--- config.mk ---
export PLATFORM = sky130hd
export DESIGN_NAME = fetch_unit
export DESIGN_NICKNAME = d
export VERILOG_FILES = /design/src/rtl/fetch_unit_pkg.sv /design/src/rtl/fetch_fifo.sv /design/src/rtl/fetch_unit.sv
export SDC_FILE = /design/constraint.sdc
export NUM_CORES = 1
export LEC_CHECK = 0
export BUFFER_PORTS_ARGS = -buffer_cell sky130_fd_sc_hd__buf_2
export CAP_MARGIN = 5
export CORE_UTILIZATION = 50
export DETAILED_ROUTE_END_ITERATION = 8
export PLACE_DENSITY = 0.73
export SLEW_MARGIN = 20
export SYNTH_ARGS = -nofsm -noshare
export SYNTH_HDL_FRONTEND = slang
export SYNTH_SLANG_ARGS = --single-unit
--- constraint.sdc ---
create_clock -name clk -period 6.2 [get_ports clk]
set_clock_uncertainty 0.15 [all_clocks]
set_input_delay 0.62 -clock clk [delete_from_list [all_inputs] [get_ports clk]]
set_output_delay 0.62 -clock clk [all_outputs]
set_load 0.05 [all_outputs]
--- src/rtl/fetch_unit_pkg.sv ---
// Shared fetch-stage definitions: architectural widths, FSM state encoding and
// the {pc, instr} record carried from instruction fetch to decode.
package fetch_unit_pkg;

   localparam int          XLEN             = 32;
   localparam int          INSTR_BYTES      = 4;
   localparam logic [31:0] DEFAULT_RESET_PC = 32'h0000_0000;

   typedef enum logic {
      ST_FETCH = 1'b0,
      ST_HALT  = 1'b1
   } fetch_state_e;

   typedef struct packed {
      logic [XLEN-1:0] pc;
      logic [XLEN-1:0] instr;
   } fetch_entry_t;

   function automatic logic [XLEN-1:0] next_pc(input logic [XLEN-1:0] pc);
      return pc + XLEN'(INSTR_BYTES);
   endfunction

endpackage

--- src/rtl/fetch_fifo.sv ---
// Small power-of-two FIFO of {pc, instr} entries between fetch and decode.
// Flush empties it in one edge; the head holds its last shown value when empty.
module fetch_fifo
   import fetch_unit_pkg::*;
#(
   parameter int DEPTH = 2
) (
   input  logic                   clk,
   input  logic                   rst,
   input  logic                   flush,
   input  logic                   push,
   input  fetch_entry_t           push_data,
   input  logic                   pop,
   output fetch_entry_t           head,
   output logic [$clog2(DEPTH):0] count
);

   localparam int AW = $clog2(DEPTH);
   localparam logic [AW:0] FULL = (AW + 1)'(DEPTH);

   fetch_entry_t mem [DEPTH];
   fetch_entry_t hold_q;
   logic [AW-1:0] wr_ptr_q;
   logic [AW-1:0] rd_ptr_q;
   logic [AW:0]   count_q;
   logic          do_pop;

   assign do_pop = pop & (count_q != '0);
   assign head   = (count_q != '0) ? mem[rd_ptr_q] : hold_q;
   assign count  = count_q;

   always_ff @(posedge clk) begin
      if (rst) hold_q <= '0;
      else     hold_q <= head;

      if (rst || flush) begin
         wr_ptr_q <= '0;
         rd_ptr_q <= '0;
         count_q  <= '0;
      end else begin
         if (push) begin
            mem[wr_ptr_q] <= push_data;
            wr_ptr_q      <= wr_ptr_q + 1'b1;
         end
         if (do_pop) rd_ptr_q <= rd_ptr_q + 1'b1;
         count_q <= count_q + (AW + 1)'(push) - (AW + 1)'(do_pop);
      end
   end

   // The issue throttle upstream guarantees a push into a full FIFO always pairs with a pop.
   a_no_overflow: assert property (@(posedge clk) disable iff (rst || flush)
                                   !(push && !do_pop && count_q == FULL));

endmodule

--- src/rtl/fetch_unit.sv ---
// Program counter, instruction_mem request sequencing, redirect/fault handling,
// and the {pc, instr} hand-off queue to decode.
module fetch_unit
   import fetch_unit_pkg::*;
#(
   parameter logic [31:0] RESET_PC   = DEFAULT_RESET_PC,
   parameter int          IMEM_BYTES = 256,
   parameter int          DEPTH      = 2
) (
   input  logic        clk,
   input  logic        rst,
   output logic [31:0] imem_addr,
   input  logic [31:0] imem_instr,
   input  logic        redirect_valid,
   input  logic [31:0] redirect_pc,
   output logic        out_valid,
   input  logic        out_ready,
   output logic [31:0] out_instr,
   output logic [31:0] out_pc,
   output logic        fault,
   output logic [31:0] fault_pc
);

   localparam int          CW       = $clog2(DEPTH) + 1;
   localparam logic [31:0] PC_LIMIT = 32'(IMEM_BYTES - INSTR_BYTES);

   fetch_state_e state_q, state_d;
   logic [31:0]  pc_q, req_pc_q, fault_pc_q;
   logic         req_valid_q;
   logic [CW-1:0] count;
   logic [CW:0]   occ;
   fetch_entry_t  head;
   logic          pop, push, bad_pc, would_issue, issue, range_fault, redirect_misaligned;

   // Decode handshake: an entry transfers on a cycle where out_valid and out_ready are both high;
   // out_valid never depends on out_ready, and a redirect kills out_valid in the same cycle.
   assign out_valid = (count != '0) & ~redirect_valid;
   assign pop       = out_valid & out_ready;
   assign push      = req_valid_q & ~redirect_valid;

   // Occupancy includes the word still in flight from instruction_mem.
   assign occ         = (CW + 1)'(count) + (CW + 1)'(req_valid_q) - (CW + 1)'(pop);
   assign bad_pc      = (pc_q > PC_LIMIT) | (pc_q[1:0] != 2'b00);
   assign would_issue = (state_q == ST_FETCH) & ~redirect_valid & (occ < (CW + 1)'(DEPTH));
   assign issue       = would_issue & ~bad_pc;
   assign range_fault = would_issue & bad_pc;
   assign redirect_misaligned = redirect_valid & (redirect_pc[1:0] != 2'b00);

   always_comb begin
      state_d = state_q;
      if (redirect_valid)   state_d = redirect_misaligned ? ST_HALT : ST_FETCH;
      else if (range_fault) state_d = ST_HALT;
   end

   always_ff @(posedge clk) begin
      if (rst) state_q <= ST_FETCH;
      else     state_q <= state_d;
   end

   always_ff @(posedge clk) begin
      if (rst) begin
         pc_q        <= RESET_PC;
         req_pc_q    <= '0;
         req_valid_q <= 1'b0;
         fault_pc_q  <= '0;
      end else begin
         req_valid_q <= issue;
         if (redirect_valid) begin
            pc_q <= redirect_pc;
         end else if (issue) begin
            req_pc_q <= pc_q;
            pc_q     <= next_pc(pc_q);
         end
         if (redirect_misaligned) fault_pc_q <= redirect_pc;
         else if (range_fault)    fault_pc_q <= pc_q;
      end
   end

   fetch_fifo #(.DEPTH(DEPTH)) u_fifo (
      .clk       (clk),
      .rst       (rst),
      .flush     (redirect_valid),
      .push      (push),
      .push_data ('{pc: req_pc_q, instr: imem_instr}),
      .pop       (pop),
      .head      (head),
      .count     (count)
   );

   assign imem_addr = pc_q;
   assign out_pc    = head.pc;
   assign out_instr = head.instr;
   assign fault     = (state_q == ST_HALT);
   assign fault_pc  = fault_pc_q;

endmodule
# Yosys cells after proc, flatten, opt, wreduce, memory -nomap -nowiden
# Memory sizes are Yosys's and may differ from the RTL's. A register that Yosys moved wholly into a read port is not among the register bits.
# Cells that the tools add are included.
# totals
n_memories	1
ram_bits	128
in_bits	68
ff_bits	166
word_cells	54
# classes
n_mux	13
n_reduce_logical	8
n_lt_le_gt_ge	2
n_bitwise	13
add_sub_neg	7
# mem_list
memory	depth	width	read_ports	rd_clocked_by_memory_dff	wr	line	source
u_fifo.mem	2	64	1	1	1	fetch_fifo.sv:21	fetch_entry_t mem [DEPTH];
# ops
op	n
$mux 32	4
$mux 64	1
$add 32x3->32 const B	1
$gt 32x8->1 const B	1
$reduce_bool 2->1	6
$and 1x1->1	9
$mux 1	8
$add 2x1->3	1
$lt 3x2->1 const B	1
$not 1->1	3
$sub 3x1->3	1
$add 1x1->1 const B	2
$add 2x1->2	1
$reduce_and 2->1	1
$sub 2x1->2	1
$logic_or 1x1->1	1
$or 1x1->1	1

# Depth between registers and ports, before layout
# depth
word_depth	9
depth_mapped	14
mapped_depth_nobuf	11

# Hierarchy
# From an unflattened synthesis, not the netlist that was laid out.
# hier_totals
hier_cells	929
hier_area_um2	11878.9
# modules_own_cells
module	n_inst	cells_each	area_each_um2
fetch_fifo	1	514	7711.1
fetch_unit	1	415	4167.7

# Worst setup path after synthesis
# Ideal clock, no wire load.
# synth_path
path_kind	input to register
startpoint	input redirect_valid
endpoint	memory u_fifo.mem[0][0] (netlist bit) (enable)
path_slack_ns	1.662
stages	5
required_ns	5.563
t_arrival_ns	3.901
n_path_buf	2
path_cell_list	clkbuf_1 > buf_2 > nor2_1 > nand2_1 > nor2_1
# synth_via
elab_chain_len	5
word_cells_on_any_way	6
classes_between	mux (3); bitwise (2); reduce/logical (1)
# synth_rtl
element	line	source
start, declared	fetch_unit.sv:14	input logic redirect_valid,
$not 1->1 (no line)	--	
$and 1x1->1	fetch_unit.sv:39	assign push = req_valid_q & ~redirect_valid;
$mux 1	fetch_fifo.sv:41	if (push) begin
$mux 1 (*)	fetch_fifo.sv:36	if (rst || flush) begin
$mux 1 (implied by the code) (*)	fetch_fifo.sv:42	mem[wr_ptr_q] <= push_data;
end, declared	fetch_fifo.sv:21	
# Mark *: on every way between the ends. The rest lies on a longest branch, timed or not.

# Worst setup path after layout
# layout_path
startpoint	register u_fifo.count_q[1], in the netlist u_fifo.count[1]
endpoint	register req_pc_q[0]
# layout_via
elab_chain_len	8
word_cells_on_any_way	9
classes_between	add/sub (2); order compare (1); bitwise (4); reduce/logical (2)
# layout_rtl
element	line	source
start, declared	fetch_fifo.sv:25	logic [AW:0] count_q;
start signal, assigned	fetch_fifo.sv:46	count_q <= count_q + (AW + 1)'(push) - (AW + 1)'(do_pop);
$reduce_bool 2->1	fetch_unit.sv:37	assign out_valid = (count != '0) & ~redirect_valid;
$and 1x1->1	fetch_unit.sv:37	
$and 1x1->1	fetch_unit.sv:38	assign pop = out_valid & out_ready;
$sub 3x1->3 (*)	fetch_unit.sv:42	assign occ = (CW + 1)'(count) + (CW + 1)'(req_valid_q) - (CW + 1)'(pop);
$lt 3x2->1 (*)	fetch_unit.sv:44	assign would_issue = (state_q == ST_FETCH) & ~redirect_valid & (occ < (CW + 1)'(DEPTH));
$and 1x1->1 (*)	fetch_unit.sv:44	
$and 1x1->1 (*)	fetch_unit.sv:45	assign issue = would_issue & ~bad_pc;
$reduce_and 2->1 (no line) (*)	--	
end signal, assigned	fetch_unit.sv:71	req_pc_q <= pc_q;
end, declared	fetch_unit.sv:28	logic [31:0] pc_q, req_pc_q, fault_pc_q;
# Marked as above.
# A chain may end at the register's enable or synchronous reset.

==> flow_metrics.env <==
export IMPL_grt_max_degree=129
export IMPL_initial_core_util=0.515
export IMPL_cp_common_cell="nor2_4"
export IMPL_post_dp_cell_area_um2=12100
export IMPL_drtPass1Iterations=4
export IMPL_relSlewSlack=0.379
export IMPL_power_total_uw=4280
export IMPL_setup_ws_ns=2.49
export IMPL_clk_latency_ns=0.54
export IMPL_ios=198
export IMPL_synth_cell_types=45
export IMPL_drc_errors=0
export IMPL_tightest_slew_ns=0.932
export IMPL_numCtsBuffers=30
export IMPL_ir_drop_mv=0.227
export IMPL_syn_area_per_cell_um2=12.4
export IMPL_synth_seq_cells=295
export IMPL_ant_nets=0
export IMPL_cts_setup_buffers=0
export IMPL_async_flop_share=0
export IMPL_clk_pin_slew_ns=0.06
export IMPL_cp_top_family="simple AND/OR/NAND/NOR gates"
export IMPL_fin_cells=1362
export IMPL_worst_path_max_fanout=26
export IMPL_cts_resized_gates=0
export IMPL_numPortBuffers=197
export IMPL_grt_pass1_vias=6745
export IMPL_cp_required_ns=6.48
export IMPL_min_to="u_fifo.mem[1][10]"
export IMPL_num_antenna_cells=0
export IMPL_worst_r2r_setup_slack_ns=2.49
export IMPL_max_cap_violations=0
export IMPL_worstSetupPathType="register to register"
export IMPL_place_inst=1306
export IMPL_syn_nets=952
export IMPL_drive_gt1_frac=0.281
export IMPL_r2r_start="u_fifo.count[1]"
export IMPL_routabilityCongestion=0.774
export IMPL_finalCritPeriodShare=0.598
export IMPL_combPwrFrac=0.067
export IMPL_p_int_uw=3290
export IMPL_vias=7060
export IMPL_holdPathStages=1
export IMPL_period_needed_ns=3.71
export IMPL_max_stage_delay_ns=0.58
export IMPL_syn_instance_count=879
export IMPL_synth_largest_area_cell="edfxtp_1"
export IMPL_dr_first_iter_drc_count=394
export IMPL_fmax_ghz=0.270
export IMPL_cp_end_kind="register"
export IMPL_vias_per_cell=5.18
export IMPL_hp_start="imem_instr[10]"
export IMPL_tns_ns=0
export IMPL_crit_arrival_ns=3.98
export IMPL_cp_slowest_cell="nor4_4"
export IMPL_yosys_area_top_type_share=0.352
export IMPL_worstSetupPathDepth=11
export IMPL_synth_edf_count=128
export IMPL_die_y_um=150
export IMPL_clock_sinks=295
export IMPL_clk_path_buf_depth=3
export IMPL_seq_area_frac_synth=0.658
export IMPL_critPathLaunchType="register"
export IMPL_place_hpwl_um=13600
export IMPL_die_w_um=150
export IMPL_grt_usage=0.195
export IMPL_final_hold_viol_count=0
export IMPL_status="completed"
export IMPL_holdBufCountCts=0
export IMPL_wl_um=22000
export IMPL_syn_area_um2=10900
export IMPL_power_frac_clock=0.448
export IMPL_areaGrowthSynthToFinish_pct=21.2
export IMPL_final_nets=1136
export IMPL_power_leakage_uw=0.00527
export IMPL_design_die_area_um2=22400
export IMPL_power_switching_uw=986
export IMPL_h_tree_depth=1
export IMPL_rsz0062_at_grt="false"
export IMPL_wl_per_cell_um=16.1
export IMPL_grt_pass1_wl_um=34700
export IMPL_ys_flop_type="dfxtp_1"
export IMPL_overflow=0
export IMPL_ys_warn_count=0
export IMPL_drv_slew=0
export IMPL_cp_num_buf_inv=0
export IMPL_setup_viol=0
export IMPL_r2r_end="req_pc_q[0]"
export IMPL_reg2regPathDepth=11
export IMPL_sw_frac_of_total=0.230
export IMPL_p_seq_frac=0.485
export IMPL_cts_root_buf="clkbuf_16"
export IMPL_cts_tree="built"
export IMPL_hp_class="input port to register"
export IMPL_powerDensity_nw_per_um2=323
export IMPL_row_count=53
export IMPL_finalInstanceArea_um2=13200
export IMPL_pre_cts_slack_ns=2.26
export IMPL_core_area_um2=21200
export IMPL_antenna_found_initial=1
export IMPL_path_cells="nor2_4 -> nor2_1 -> and2_1 -> ha_1 -> nand2b_1 -> fa_1 -> xor2_1 -> or3b_1 -> nor4_4 -> nor2_4 -> and2_2"
export IMPL_yosys_top_cells_area="edfxtp_1 (35%), dfxtp_1 (31%), mux2i_1 (9.4%)"
==> layout make-up <==
class	instances	area, µm²
Clock inverter	23	303
Fill cell	1690	7990
Tap cell	275	344
Multi-Input combinational cell	523	3500
Sequential cell	295	7190
Timing Repair Buffer	208	1090
Inverter	5	18.8
Clock buffer	33	782
==> power groups by stage <==
stage,combinational (µW),sequential [µW],clock (µW)
2_1_floorplan,105,2210,0
3_3_place_gp,281,2120,0
3_5_place_dp,287,2120,0
4_1_cts,287,2070,1960
5_1_grt,305,2080,2040
6_report,285,2080,1920
==> worst reg2reg max path, cell delays in order (launching register included) <==
cell and delay [ns]:
dfxtp_1 0.47, nor2_4 0.08, nor2_1 0.15, and2_1 0.15
ha_1 0.22, nand2b_1 0.15, fa_1 0.38, xor2_1 0.19
or3b_1 0.51, nor4_4 0.58, nor2_4 0.27, and2_2 0.29
==> worst max path at each step <==
stage | from | slack, ns | endpoint
2_1_floorplan | redirect_valid | 1.66 | u_fifo.mem[0][0]
3_3_place_gp | redirect_valid | 2.32 | req_pc_q[31]
3_5_place_dp | redirect_valid | 2.26 | req_pc_q[10]
4_1_cts | u_fifo.count[1] | 2.44 | req_pc_q[0]
5_1_grt | u_fifo.count[1] | 2.24 | req_pc_q[0]
6_report | u_fifo.count[1] | 2.49 | req_pc_q[0]
==> stage by stage <==
step | hold WS (ns) | utilization
2_1_floorplan | 0.267 | -
3_3_place_gp | 0.279 | 0.571
3_5_place_dp | 0.283 | 0.572
4_1_cts | 0.0907 | 0.624
5_1_grt | 0.0948 | 0.624
6_report | 0.112 | 0.624
==> kinds of logic after synthesis <==
group | Yosys count | share of synthesized area
muxes | 103 | 0.0944
adders and majority gates | 5 | 0.00641
buffers and inverters | 61 | 0.0241
AOI/OAI and AO/OA | 118 | 0.0664
and+or+nand+nor | 290 | 0.145
DFF | 295 | 0.658
xor gates and xnor gates | 7 | 0.00561
==> cells in the mapped netlist (5+ instances only) <==
cell        n
buf_1       8
a21oi_1     6
dfxtp_1   167
buf_2       6
a221oi_1   25
edfxtp_1  128
and2_4     20
clkbuf_1   38
nor2_1     67
nor3_1     24
nor2b_1    65
nand2_1    78
and2_2      6
o21ai_0    73
xnor2_1     5
inv_1       5
mux2i_1   103
==> state kept, by name, indices dropped and copies added, names as in the netlist, named ones only <==
| name | cells |
|---|---|
| fault | 1 |
| fault_pc | 32 |
| imem_addr | 32 |
| req_pc_q | 32 |
| req_valid_q | 1 |
| u_fifo.count | 2 |
| u_fifo.hold_q | 64 |
| u_fifo.mem | 128 |
| u_fifo.rd_ptr_q | 1 |
| u_fifo.wr_ptr_q | 1 |
==> layer usage <==
metal	GRT usage	wire length, µm	vias up
met5	0	12	-
li1	-	-	3476
met4	0.0480	325	2
met1	0.240	9230	3328
met3	0.0534	1920	31
met2	0.338	10500	223
==> cells in the final DEF (no fill, tap or decap), types with 3 or more instances in the layout <==
master | synthesis | final
clkinv_2 | 0 | 6
a211oi_1 | 3 | 3
nand2_1 | 78 | 78
and2_1 | 4 | 4
o21bai_1 | 3 | 3
bufinv_16 | 0 | 6
nand3_1 | 4 | 4
and2_2 | 6 | 6
nor4_4 | 4 | 4
and2_4 | 20 | 20
o21ai_0 | 73 | 72
dfxtp_1 | 167 | 166
inv_1 | 5 | 5
edfxtp_1 | 128 | 128
clkinv_4 | 0 | 4
a21oi_1 | 6 | 6
mux2i_1 | 103 | 103
xnor2_1 | 5 | 5
nor3_1 | 24 | 24
nor2_1 | 67 | 65
a221oi_1 | 25 | 25
clkinvlp_4 | 0 | 5
buf_4 | 1 | 10
nor2_4 | 1 | 3
nor2b_1 | 65 | 65
nor4_1 | 4 | 4
ha_1 | 4 | 4
buf_2 | 6 | 196
clkbuf_16 | 0 | 30
No activity file was read; power rests on OpenSTA's default activity.
